==> src/rtl/traffic_light_pkg.sv <==
// Shared types for the intersection controller: state encoding, lamp vector
// and the state-to-lamp decode.
package traffic_light_pkg;

  typedef enum logic [2:0] {
    GR  = 3'd0,
    YR  = 3'd1,
    RR1 = 3'd2,
    RG  = 3'd3,
    RY  = 3'd4,
    RR2 = 3'd5,
    PED = 3'd6
  } tl_state_t;

  typedef struct packed {
    logic mg;
    logic my;
    logic mr;
    logic sg;
    logic sy;
    logic sr;
    logic walk;
  } lamps_t;

  // Unknown encodings show all-red so a corrupted register never lights a green.
  function automatic lamps_t lamps_of(tl_state_t s);
    lamps_t l;
    l = '0;
    case (s)
      GR:       begin l.mg = 1'b1; l.sr = 1'b1; end
      YR:       begin l.my = 1'b1; l.sr = 1'b1; end
      RR1, RR2: begin l.mr = 1'b1; l.sr = 1'b1; end
      RG:       begin l.mr = 1'b1; l.sg = 1'b1; end
      RY:       begin l.mr = 1'b1; l.sy = 1'b1; end
      PED:      begin l.mr = 1'b1; l.sr = 1'b1; l.walk = 1'b1; end
      default:  begin l.mr = 1'b1; l.sr = 1'b1; end
    endcase
    return l;
  endfunction

endpackage

==> src/rtl/phase_timer.sv <==
// Loadable down-counter measuring phase length in prescaler ticks; stops at zero.
module phase_timer #(
  parameter int CNT_W = 8
) (
  input  logic             clk,
  input  logic             load,
  input  logic [CNT_W-1:0] load_val,
  input  logic             en,
  output logic             zero
);

  logic [CNT_W-1:0] count;

  // Load has priority so a reset or phase change never sees a stale decrement.
  always_ff @(posedge clk) begin
    if (load) begin
      count <= load_val;
    end else if (en && (count != '0)) begin
      count <= count - CNT_W'(1);
    end
  end

  assign zero = (count == '0);

endmodule

==> src/rtl/traffic_light_ctrl.sv <==
// Two-street intersection controller with tick-timed phases, request latches
// and an optional pedestrian phase after the side-street cycle.
module traffic_light_ctrl
  import traffic_light_pkg::*;
#(
  parameter int CNT_W        = 8,
  parameter int T_GREEN_MAIN = 20,
  parameter int T_GREEN_SIDE = 10,
  parameter int T_YELLOW     = 3,
  parameter int T_ALLRED     = 1,
  parameter int T_WALK       = 8
) (
  input  logic       clk,
  input  logic       reset,
  input  logic       tick,
  input  logic       ped_req,
  input  logic       side_sense,
  output logic       MG,
  output logic       MY,
  output logic       MR,
  output logic       SG,
  output logic       SY,
  output logic       SR,
  output logic       ped_walk,
  output logic       ped_wait,
  output logic [2:0] state_o
);

  localparam logic [CNT_W-1:0] LD_GM = CNT_W'(T_GREEN_MAIN - 1);
  localparam logic [CNT_W-1:0] LD_GS = CNT_W'(T_GREEN_SIDE - 1);
  localparam logic [CNT_W-1:0] LD_Y  = CNT_W'(T_YELLOW - 1);
  localparam logic [CNT_W-1:0] LD_AR = CNT_W'(T_ALLRED - 1);
  localparam logic [CNT_W-1:0] LD_W  = CNT_W'(T_WALK - 1);

  tl_state_t        state, next_state, load_state;
  logic             ped_pend, side_pend;
  logic             expire, timer_zero, timer_load;
  logic [CNT_W-1:0] timer_val;
  lamps_t           lamps;

  assign expire = tick && timer_zero;

  always_comb begin
    next_state = state;
    case (state)
      GR:  if (expire && (side_pend || ped_pend || side_sense || ped_req)) next_state = YR;
      YR:  if (expire) next_state = RR1;
      RR1: if (expire) next_state = RG;
      RG:  if (expire) next_state = RY;
      RY:  if (expire) next_state = RR2;
      RR2: if (expire) next_state = (ped_pend || ped_req) ? PED : GR;
      PED: if (expire) next_state = GR;
      default: next_state = GR;
    endcase
  end

  // Reloading on reset as well keeps the timer register free of its own reset.
  always_comb begin
    load_state = reset ? GR : next_state;
    timer_load = reset || (next_state != state);
    timer_val  = LD_GM;
    case (load_state)
      GR:       timer_val = LD_GM;
      YR, RY:   timer_val = LD_Y;
      RR1, RR2: timer_val = LD_AR;
      RG:       timer_val = LD_GS;
      PED:      timer_val = LD_W;
      default:  timer_val = LD_GM;
    endcase
  end

  phase_timer #(.CNT_W(CNT_W)) u_timer (
    .clk      (clk),
    .load     (timer_load),
    .load_val (timer_val),
    .en       (tick),
    .zero     (timer_zero)
  );

  // Clearing on phase entry wins over setting, so a same-cycle request is served.
  always_ff @(posedge clk) begin
    if (reset) begin
      state     <= GR;
      ped_pend  <= 1'b0;
      side_pend <= 1'b0;
    end else begin
      state <= next_state;
      if ((state != PED) && (next_state == PED)) begin
        ped_pend <= 1'b0;
      end else if (ped_req && (state != PED)) begin
        ped_pend <= 1'b1;
      end
      if ((state != RG) && (next_state == RG)) begin
        side_pend <= 1'b0;
      end else if (side_sense && (state != RG)) begin
        side_pend <= 1'b1;
      end
    end
  end

  assign lamps    = lamps_of(state);
  assign MG       = lamps.mg;
  assign MY       = lamps.my;
  assign MR       = lamps.mr;
  assign SG       = lamps.sg;
  assign SY       = lamps.sy;
  assign SR       = lamps.sr;
  assign ped_walk = lamps.walk;
  assign ped_wait = ped_pend;
  assign state_o  = state;

endmodule

==> config.mk <==
export PLATFORM = sky130hd
export DESIGN_NAME = traffic_light_ctrl
export DESIGN_NICKNAME = d
export VERILOG_FILES = /design/src/rtl/traffic_light_pkg.sv /design/src/rtl/phase_timer.sv /design/src/rtl/traffic_light_ctrl.sv
export SDC_FILE = /design/constraint.sdc
export NUM_CORES = 1
export LEC_CHECK = 0
export ABC_AREA = 1
export BUFFER_PORTS_ARGS = -buffer_cell sky130_fd_sc_hd__buf_4
export CAP_MARGIN = 5
export CORE_MARGIN = 1
export CORE_UTILIZATION = 49
export DETAILED_ROUTE_END_ITERATION = 6
export HOLD_SLACK_MARGIN = 0.12
export PLACE_DENSITY = 0.74
export RECOVER_POWER = 100
export SLEW_MARGIN = 20
export SYNTH_ARGS = -nofsm -noshare
export SYNTH_HDL_FRONTEND = slang
export SYNTH_SLANG_ARGS = --single-unit
==> constraint.sdc <==
create_clock -name clk -period 2.07 [get_ports clk]
set_input_delay 0 -clock clk [delete_from_list [all_inputs] [get_ports clk]]
set_output_delay 0 -clock clk [all_outputs]
set_load 0.05 [all_outputs]
==> results.json <==
{
  "status": "finished clean",
  "clk_latency_ps": 290,
  "die_w_um": 46.8,
  "max_cap_violations": 0,
  "clock_sinks": 13,
  "die_area_um2": 2190,
  "fin_ws_ps": 21.2,
  "synth_top_area_share_pct": 24.4,
  "irDropWorstVdd_mv": 0.335,
  "yosys-top-cells-area": "edfxtp_1 24%, nand2_1 11%, dfxtp_1 10%",
  "utilization_pct": 72.2,
  "cp.required_ps": 2100,
  "setup_viol": 0,
  "gp_congestion": 0.910,
  "grt_max_degree": 11,
  "p_clk_share_pct": 28.3,
  "hold_viol_final": 0,
  "synth-seq-cells": 13,
  "clkTransAtPathRegs_ps": 90,
  "max_freq_mhz": 488,
  "worst_slew_pin_slew_ps": 678,
  "dr_total_vias": 1037,
  "synthArstFlopShare_pct": 0,
  "ant_nets": 0,
  "overflow": 0,
  "ys_top_cells_by_count": "29 x nand2_1, 20 x nor2_1, 19 x inv_1, 15 x nand3_1",
  "path_class": "reg2reg",
  "firstDrtPassIters": 5,
  "drc_errors": 0,
  "wl_per_cell_um": 13.9,
  "p_int_w": 0.000415,
  "totalWireLength_um": 2710,
  "cts_tree": "yes",
  "p_seq_share_pct": 52.2,
  "grt_pass1_wl_um": 3590,
  "syn_area_um2": 983,
  "fin_nets": 178,
  "dr.first_iter.drc_count": 54,
  "cts_max_path_buffers": 2,
  "numCtsBuffers": 3,
  "port_buffers": 15,
  "leakage_nw": 0.628,
  "drive_above_1_share_pct": 33.5,
  "cp-end-kind": "register",
  "layout_min_cycle_time_ps": 2050,
  "combinationalPowerShare_pct": 19.5,
  "antenna_cells": 0,
  "crit_arrival_ps": 2080,
  "yosysMostFrequentCell": "nand2_1",
  "switching_share_pct": 29.7,
  "yosysSeqAreaShare_pct": 34.6,
  "coreArea_um2": 1800,
  "synthCells": 140,
  "ys_warn_count": 0,
  "critPathLaunchType": "register",
  "cts_root_buf": "clkbuf_4",
  "finClkSkew_ps": 3.03,
  "num_io_pins": 16,
  "synth_fp_nets": 147,
  "die_h_um": 46.8,
  "timing.final.crit_share_pct": 99.0,
  "synth_top_flop_cell": "edfxtp_1",
  "htree_levels": 1,
  "via_per_inst": 5.32,
  "track_usage_pct": 24.1,
  "placementRows": 15,
  "hold_class": "in2reg",
  "cellPowerDensity_nw_per_um2": 455,
  "start_util_pct": 54.6,
  "synth-edff-count": 8,
  "syn_to_final_growth_pct": 32.2,
  "p_total_w": 0.000591,
  "first_global_vias": 834,
  "p_sw_w": 0.000176,
  "r2r_setup_slack_ps": 20,
  "cp_max_fo": 8,
  "yosysUniqueCellTypes": 24,
  "drv_slew": 0,
  "hpwl_um": 1870,
  "yosysTopAreaCell": "edfxtp_1",
  "syn_avg_cell_area_um2": 7.02,
  "slew_headroom_pct": 54.3,
  "antenna_found_initial": 0,
  "place_ws_ps": 9.62
}
-- power by group through the flow --
stage | logic (W) | registers [W] | clock network [W]
2_1_floorplan | 0.0000558 | 0.000315 | 0
3_3_place_gp | 0.0000840 | 0.000313 | 0
3_5_place_dp | 0.0000867 | 0.000313 | 0
4_1_cts | 0.0000935 | 0.000307 | 0.000172
5_1_grt | 0.000123 | 0.000310 | 0.000181
6_report | 0.000115 | 0.000308 | 0.000168
-- logic make-up after synthesis --
family	after synthesis	share of synthesized area (%)
buffers and inverters	23	8.78
AO/OA/AOI/OAI	15	9.42
adder cells (fa/ha/maj)	2	2.54
flip-flops	13	34.6
XOR/XNOR	5	4.45
AND/OR/NAND/NOR	82	40.2
-- path summary, 6_finish.rpt --
check,startpoint,endpoint,cells past startpoint
max,u_timer.count[2],u_timer.count[3],12
min,tick,state_o[2],6
max reg2reg,u_timer.count[2],u_timer.count[3],12
min reg2reg,state_o[1],ped_wait,4
-- routing by layer --
metal	vias to the layer above	global-route usage, %	wire, um
li1	514	-	-
met1	473	32.2	1210
met2	46	39.2	1350
met3	4	5.77	131
met4	0	6.86	17
met5	-	0	0
-- flip-flops by register name (all words and copies together) (netlist names) --
| signal | flops |
|---|---|
| ped_wait | 1 |
| side_pend | 1 |
| state_o | 3 |
| u_timer.count | 8 |
-- worst max-delay path: stages (launching register included) --
cell      delay (ps)
edfxtp_1         460
nor2_2           160
nand2_2          100
nor2_4           210
nand3_2          100
nand2_2          130
nand2_2           70
nor2_4           140
nand2_2           60
nand2_2          100
nand2_4           90
inv_6             90
nand2_8           70
-- cell type report --
cell class | count | area (um^2)
clock buffers | 3 | 22.5
well taps | 25 | 31.3
fillers | 165 | 502
flip-flops and latches | 13 | 349
multi-input cells | 105 | 633
repair buffers | 25 | 165
inverters | 23 | 93.8
clock inverters | 1 | 5.00
-- cells in the final DEF, fill, tap and decap left out, types with 2 or more instances in the layout --
cell type	instances
a21oi_1	4
buf_4	14
clkbuf_1	8
clkbuf_4	3
dfxtp_1	2
dfxtp_4	2
dlygate4sd3_1	3
edfxtp_1	8
ha_1	2
inv_1	16
inv_2	5
nand2_1	23
nand2_2	12
nand2_4	4
nand3_1	13
nand3_2	2
nor2_1	18
nor2_2	4
nor2_4	4
o21ai_0	4
o21ai_1	2
xnor2_1	2
xor2_1	3
-- timing repair --
item	in CTS	in global routing
pin swaps	0	10
buffers inserted	0	6
hold buffers	3	0
endpoints found under the hold margin	5	0
cloned	0	1
resized for setup	1	16
endpoints found under the setup margin	9	13
-- stage by stage --
stage	cell area [um^2]	hold slack (ps)	std cells	setup TNS (ps)
after floorplan	1020	90.7	140	-131
final	1300	287	195	0
after global placement	1170	193	181	0
after CTS	1230	260	188	0
after global routing	1300	328	195	-867
after detailed placement	1170	202	181	0
(Power assumes the default switching activity.)
